===== config.mk =====
export PLATFORM = sky130hd
export DESIGN_NAME = mux2_rr_arbiter
export DESIGN_NICKNAME = d
export VERILOG_FILES = /design/src/rtl/mux2_rr_arbiter.sv
export SDC_FILE = /design/constraint.sdc
export NUM_CORES = 1
export LEC_CHECK = 0
export CORE_UTILIZATION = 60
export CTS_BUF_LIST = sky130_fd_sc_hd__clkbuf_16
export DETAILED_ROUTE_END_ITERATION = 12
export DONT_BUFFER_PORTS = 1
export PLACE_DENSITY = 0.76
export SLEW_MARGIN = 5
export SYNTH_ARGS = -nofsm -noshare
export SYNTH_HDL_FRONTEND = slang
export SYNTH_SLANG_ARGS = --single-unit

===== constraint.sdc =====
create_clock -name clk -period 2.35 [get_ports clk]
set_clock_uncertainty 0.2 [all_clocks]
set_input_delay 0.235 -clock clk [delete_from_list [all_inputs] [get_ports clk]]
set_output_delay 0.235 -clock clk [all_outputs]
set_load 0.1 [all_outputs]

===== src/rtl/mux2_rr_arbiter.sv =====
// Round-robin front end for the 2:1 data mux: picks one of two valid/ready
// sources, drives the mux select and registers the chosen word for the consumer.
module mux2_rr_arbiter #(
    parameter int data_size = 4,
    parameter int cnt_size  = 8
) (
    input  logic                 clk,
    input  logic                 rst,
    input  logic                 dia_valid,
    input  logic [data_size-1:0] dia,
    output logic                 dia_ready,
    input  logic                 dib_valid,
    input  logic [data_size-1:0] dib,
    output logic                 dib_ready,
    output logic                 sel,
    output logic                 dout_valid,
    output logic [data_size-1:0] dout,
    input  logic                 dout_ready,
    output logic [cnt_size-1:0]  grant_cnt_a,
    output logic [cnt_size-1:0]  grant_cnt_b
);

    logic last_b;
    logic accept;
    logic grant_a;
    logic grant_b;
    logic xfer;

    // A tie goes to whichever source did not win last; with no request the
    // select parks on the previous winner so the mux output does not glitch.
    always_comb begin
        accept    = !dout_valid || dout_ready;
        grant_a   = dia_valid && (!dib_valid || last_b);
        grant_b   = dib_valid && (!dia_valid || !last_b);
        sel       = grant_b ? 1'b1 : (grant_a ? 1'b0 : last_b);
        dia_ready = !rst && accept && grant_a;
        dib_ready = !rst && accept && grant_b;
        xfer      = dia_ready || dib_ready;
    end

    always_ff @(posedge clk) begin
        if (rst) begin
            dout_valid  <= 1'b0;
            dout        <= '0;
            last_b      <= 1'b1;
            grant_cnt_a <= '0;
            grant_cnt_b <= '0;
        end else if (xfer) begin
            dout       <= sel ? dib : dia;
            dout_valid <= 1'b1;
            last_b     <= sel;
            if (grant_a && grant_cnt_a != '1)
                grant_cnt_a <= grant_cnt_a + 1'b1;
            if (grant_b && grant_cnt_b != '1)
                grant_cnt_b <= grant_cnt_b + 1'b1;
        end else if (dout_ready) begin
            dout_valid <= 1'b0;
        end
    end

endmodule


After elaboration in Yosys (flattened, before gate mapping)
Index checks and enable logic that the tools add are counted.
{"block": "word_totals", "register_bits": 22, "inputBits": 13, "out_inout_bits": 24, "word_cells": 33}
{"block": "classes", "addsub": 2, "n_eq_ne": 2, "n_mux": 5, "reduce_logical": 19}
{"cell": "$add A8 B1 Y8 const B", "count": 2}
{"cell": "$ne A8 B8 Y1 const B", "count": 2}
{"cell": "$logic_and A1 B1 Y1", "count": 7}
{"cell": "$logic_not A1 Y1", "count": 5}
{"cell": "$logic_or A1 B1 Y1", "count": 4}
{"cell": "$mux W1", "count": 4}
{"cell": "$mux W4", "count": 1}
{"cell": "$reduce_and A2 Y1", "count": 2}
{"cell": "$reduce_bool A2 Y1", "count": 1}

Longest topological paths before layout
{"block": "logic_depth", "ltp_word": 6, "mapped_depth": 6, "mapped_depth_nobuf": 5}

Worst setup path after synthesis
Ideal clock, no wire load.
{"block": "synth_path", "path_type": "reg2reg", "from": "register dout_valid", "to": "register grant_cnt_a[1]", "setup_ps": 71, "t_arrival_ps": 2446, "required_ps": 2079, "slack_ps": -367, "stages_incl_launch_ff": 7, "path_buffers": 1, "period_less_slack_ps": 2717, "cell_sequence": "dfxtp_1 nor2b_1 or4b_1 buf_2 inv_1 nand3b_1 a21oi_1"}
{"block": "synth_between", "elab_chain_cells": 6, "elab_cells_between_ends": 7, "classes_between": "reduce/logical: 7"}
{"element": "start, declared", "line": "16", "rtl": "output logic dout_valid,"}
{"element": "start signal, assigned", "line": "43", "rtl": "dout_valid <= 1'b0;"}
{"element": "start signal, assigned", "line": "50", "rtl": "dout_valid <= 1'b1;"}
{"element": "start signal, assigned", "line": "57", "rtl": "dout_valid <= 1'b0;"}
{"element": "$logic_not A1 Y1", "line": "32", "rtl": "accept = !dout_valid || dout_ready;"}
{"element": "$logic_or A1 B1 Y1", "line": "32"}
{"element": "$logic_and A1 B1 Y1 (2 in a row)", "line": "36", "rtl": "dia_ready = !rst && accept && grant_a;"}
{"element": "via dia_ready", "line": "11", "rtl": "output logic dia_ready,"}
{"element": "$logic_or A1 B1 Y1", "line": "38", "rtl": "xfer = dia_ready || dib_ready;"}
{"element": "$reduce_and A2 Y1 (no source line)"}
{"element": "end signal, assigned", "line": "53", "rtl": "grant_cnt_a <= grant_cnt_a + 1'b1;"}
{"element": "end, declared", "line": "19", "rtl": "output logic [cnt_size-1:0] grant_cnt_a,"}
The timed path passes the listed nets, and every way through them passes these cells.
A chain may end at the register's enable or synchronous reset.

Final worst setup path
{"block": "layout_path", "from": "register last_b", "to": "output dia_ready"}
{"block": "layout_between", "elab_chain_cells": 3}
{"element": "start, declared", "line": "23", "rtl": "logic last_b;"}
{"element": "start signal, assigned", "line": "51", "rtl": "last_b <= sel;"}
{"element": "$logic_or A1 B1 Y1", "line": "33", "rtl": "grant_a = dia_valid && (!dib_valid || last_b);"}
{"element": "$logic_and A1 B1 Y1", "line": "33"}
{"element": "$logic_and A1 B1 Y1", "line": "36"}
{"element": "end, declared", "line": "11"}
Every way passes these cells.

==> out/results.ini <==
[finish]
fin_area_mm2 = 0.00141
nets = 167
synthToLayoutAreaGrowth_pct = 30.5
drive_above_1_share_pct = 21.9
filler_cell_count = 90
n_antenna_cell = 0

[setup_path]
cp.required_ps = 1910
endpoint = dia_ready
crit_arrival_ps = 1800
critical_path_class = reg -> out
r2r_cells = 4
critPathLaunchType = register
path_depth = 5
crit_start = last_b
path_buf_inv = 3
r2r_start = last_b
critical_path.max_stage_delay_ps = 560
r2r_end = grant_cnt_a[5]
crit_family = simple AND/OR/NAND/NOR gates
cp_cell_sequence = nor2b_1, or4b_1, buf_4, clkinvlp_4, buf_12
critical-path-slowest-cell = or4b_1
endpoint_kind = output port
path_max_fanout = 5
reg2reg_slack_ps = 190

[cts]
clockBufferDepth = 2
htreeDepth = 1
numCtsBuffers = 3
root_buffer = clkbuf_16
cts.repair.resized = 0
ctsHoldBuffers = 3
path_clk_slew_ps = 60
clock-sinks = 22
clkLatencyLatePin_ps = 260
post_cts_buffers = 0
cts_tree = yes

[floorplan]
start_util_pct = 67.7
rows = 14
die-area_mm2 = 0.00197
die_width_um = 44.4
ios = 37
die_h_um = 44.4
core_area_mm2 = 0.00159

[detailed_routing]
drcViolationCount = 0
top_layer_used = met4
via_count = 1143
dr_wl_met2_um = 1530
wl_per_cell_um = 16.8
ant_nets = 0
wl_met1_um = 1150
vias_per_cell = 6.53
drt_pass1_iterations = 4
routed_wl_um = 2940
wl_met3_um = 205
drt_iter0_drc = 59

[logic_synthesis]
synthCells = 123
syn-num-nets = 138
synth-edff-count = 0
syn_area_mm2 = 0.00108
ys_seq_area_share_pct = 40.8
ys.flop_type = dfxtp_1
synth_top_cell_area_share_pct = 40.8
muxShareOfSynthArea_pct = 9.28
synth_xor_area_share_pct = 0
synthTopCellsByArea = dfxtp_1, mux2i_1, nand2_1, a21oi_1, and4_1
yosys-top-cells-count = dfxtp_1, nand2_1, mux2i_1, a21oi_1, nand3_1
synth_compound_area_share_pct = 16.4
post_synth.cell_area_avg_um2 = 8.77
synth_top_family_by_area = simple AND/OR/NAND/NOR gates
synthArstFlopShare_pct = 0
synth.largest_area_cell = dfxtp_1
synth_most_common_cell = dfxtp_1
synthAdderAreaFrac_pct = 2.32
ys_ff_latch = 22
ys_warn_count = 0
synth_simple_gate_area_share_pct = 26.6
ys_types = 30

[global_routing]
grt_pass1_wl_um = 4710
grt_max_degree = 14
grt_pass1_vias = 1083
antenna_found_initial = 0
grtUsageTotal_pct = 32.7
overflow = 0

[sta]
timing.hold.ws_ps = 10.2
layout_worst_path_cycle_share_pct = 95.3
final.min_clock_period_ps = 2240
final-setup-viol-count = 0
setup_tns_ps = 0
slew_violations = 0
tightest_slew_ps = 631
fmax_ghz = 0.446
slew_headroom_pct = 57.6
rsz0062_at_grt = no
worst_slack_ps = 110
finalHoldViolCount = 0

[power]
power_density_mw_per_mm2 = 673
peakVddDrop_mv = 0.568
p_leak_nw = 0.611

[placed_design]
dpl.hpwl_um = 1730
placed_cell_area_mm2 = 0.00130
place_ws_ps = 244
gp_congestion = 0.800
io_buffer_count = 0

[flow_run]
drv_cap = 0

[status]
status = complete, no violations

[min_path]
worstHoldPathType = in -> reg

## metrics by stage
step	std cells	total power, W	utilization [%]
5_1_grt	175	0.000968	88.3
6_report	175	0.000947	88.3
4_1_cts	175	0.000943	88.3
3_3_place_gp	168	0.000573	81.5
2_1_floorplan	123	0.000547	-
3_5_place_dp	168	0.000577	81.5
## power breakdown
| part | internal [W] | total [W] | switching (W) |
|---|---|---|---|
| logic | 0.0000452 | 0.000191 | 0.000145 |
| registers | 0.000385 | 0.000391 | 0.00000681 |
| clock network | 0.000227 | 0.000365 | 0.000138 |
| total | 0.000657 | 0.000947 | 0.000290 |
## worst register-to-register path: cells and delay by family (launching register included)
family / cells / cell delay [ps]
DFF: 1 / 420
muxes: 1 / 150
and+or+nand+nor: 3 / 1260
## cell usage in the layout, fill, tap and decap left out, types with 3 or more instances in the layout
master | Yosys | final
o41ai_1 | 3 | 3
inv_1 | 6 | 6
a21oi_1 | 9 | 9
dfxtp_1 | 22 | 19
mux2i_1 | 10 | 10
nor2_1 | 5 | 5
clkbuf_16 | 0 | 3
o21ai_0 | 4 | 4
buf_4 | 0 | 25
or4_1 | 4 | 4
nand2_1 | 13 | 13
dlygate4sd3_1 | 0 | 3
a211oi_1 | 4 | 4
nand4_1 | 3 | 3
and4_1 | 5 | 5
nand3_1 | 8 | 8
## per-layer routing
metal  global-route usage [%]  up-vias
li1                         -      527
met4                     16.4        0
met2                     58.2       64
met1                     36.1      541
met5                        0        -
met3                     7.35       11
## cell type report
class	count	area, um2	share of cell area (%)
repair buffers	29	238	16.9
flip-flops and latches	22	447	31.7
inverters	6	26.3	1.87
well taps	24	30.0	2.13
clock inverters	1	3.75	0.267
clock buffers	3	75.1	5.33
multi-input cells	90	588	41.8
## how the worst min path moves through the flow
| stage | startpoint | endpoint | slack (ps) | cells after the start |
|---|---|---|---|---|
| floorplan | dia_valid | dout_valid | 210 | 2 |
| global placement | rst | dout_valid | 100 | 1 |
| detailed placement | rst | grant_cnt_a[0] | 100 | 1 |
| CTS | dib[2] | dout[2] | 10 | 2 |
| global route | dib[2] | dout[2] | 40 | 2 |
| finish | dib[2] | dout[2] | 10 | 2 |
## flip-flops by register name, indices dropped and copies added, names as in the netlist
signal,count
dout,4
last_b,1
dout_valid,1
grant_cnt_b,8
grant_cnt_a,8
## cells by family (layout without fill, tap and decap cells)
logic type | count (synthesis) | count (layout)
buffers and inverters | 11 | 39
AO/OA/AOI/OAI | 27 | 27
multiplexers | 10 | 10
AND/OR/NAND/NOR | 51 | 51
flip-flops | 22 | 22
adder cells (fa/ha/maj) | 2 | 2
No activity file was read; power rests on OpenSTA's default activity.
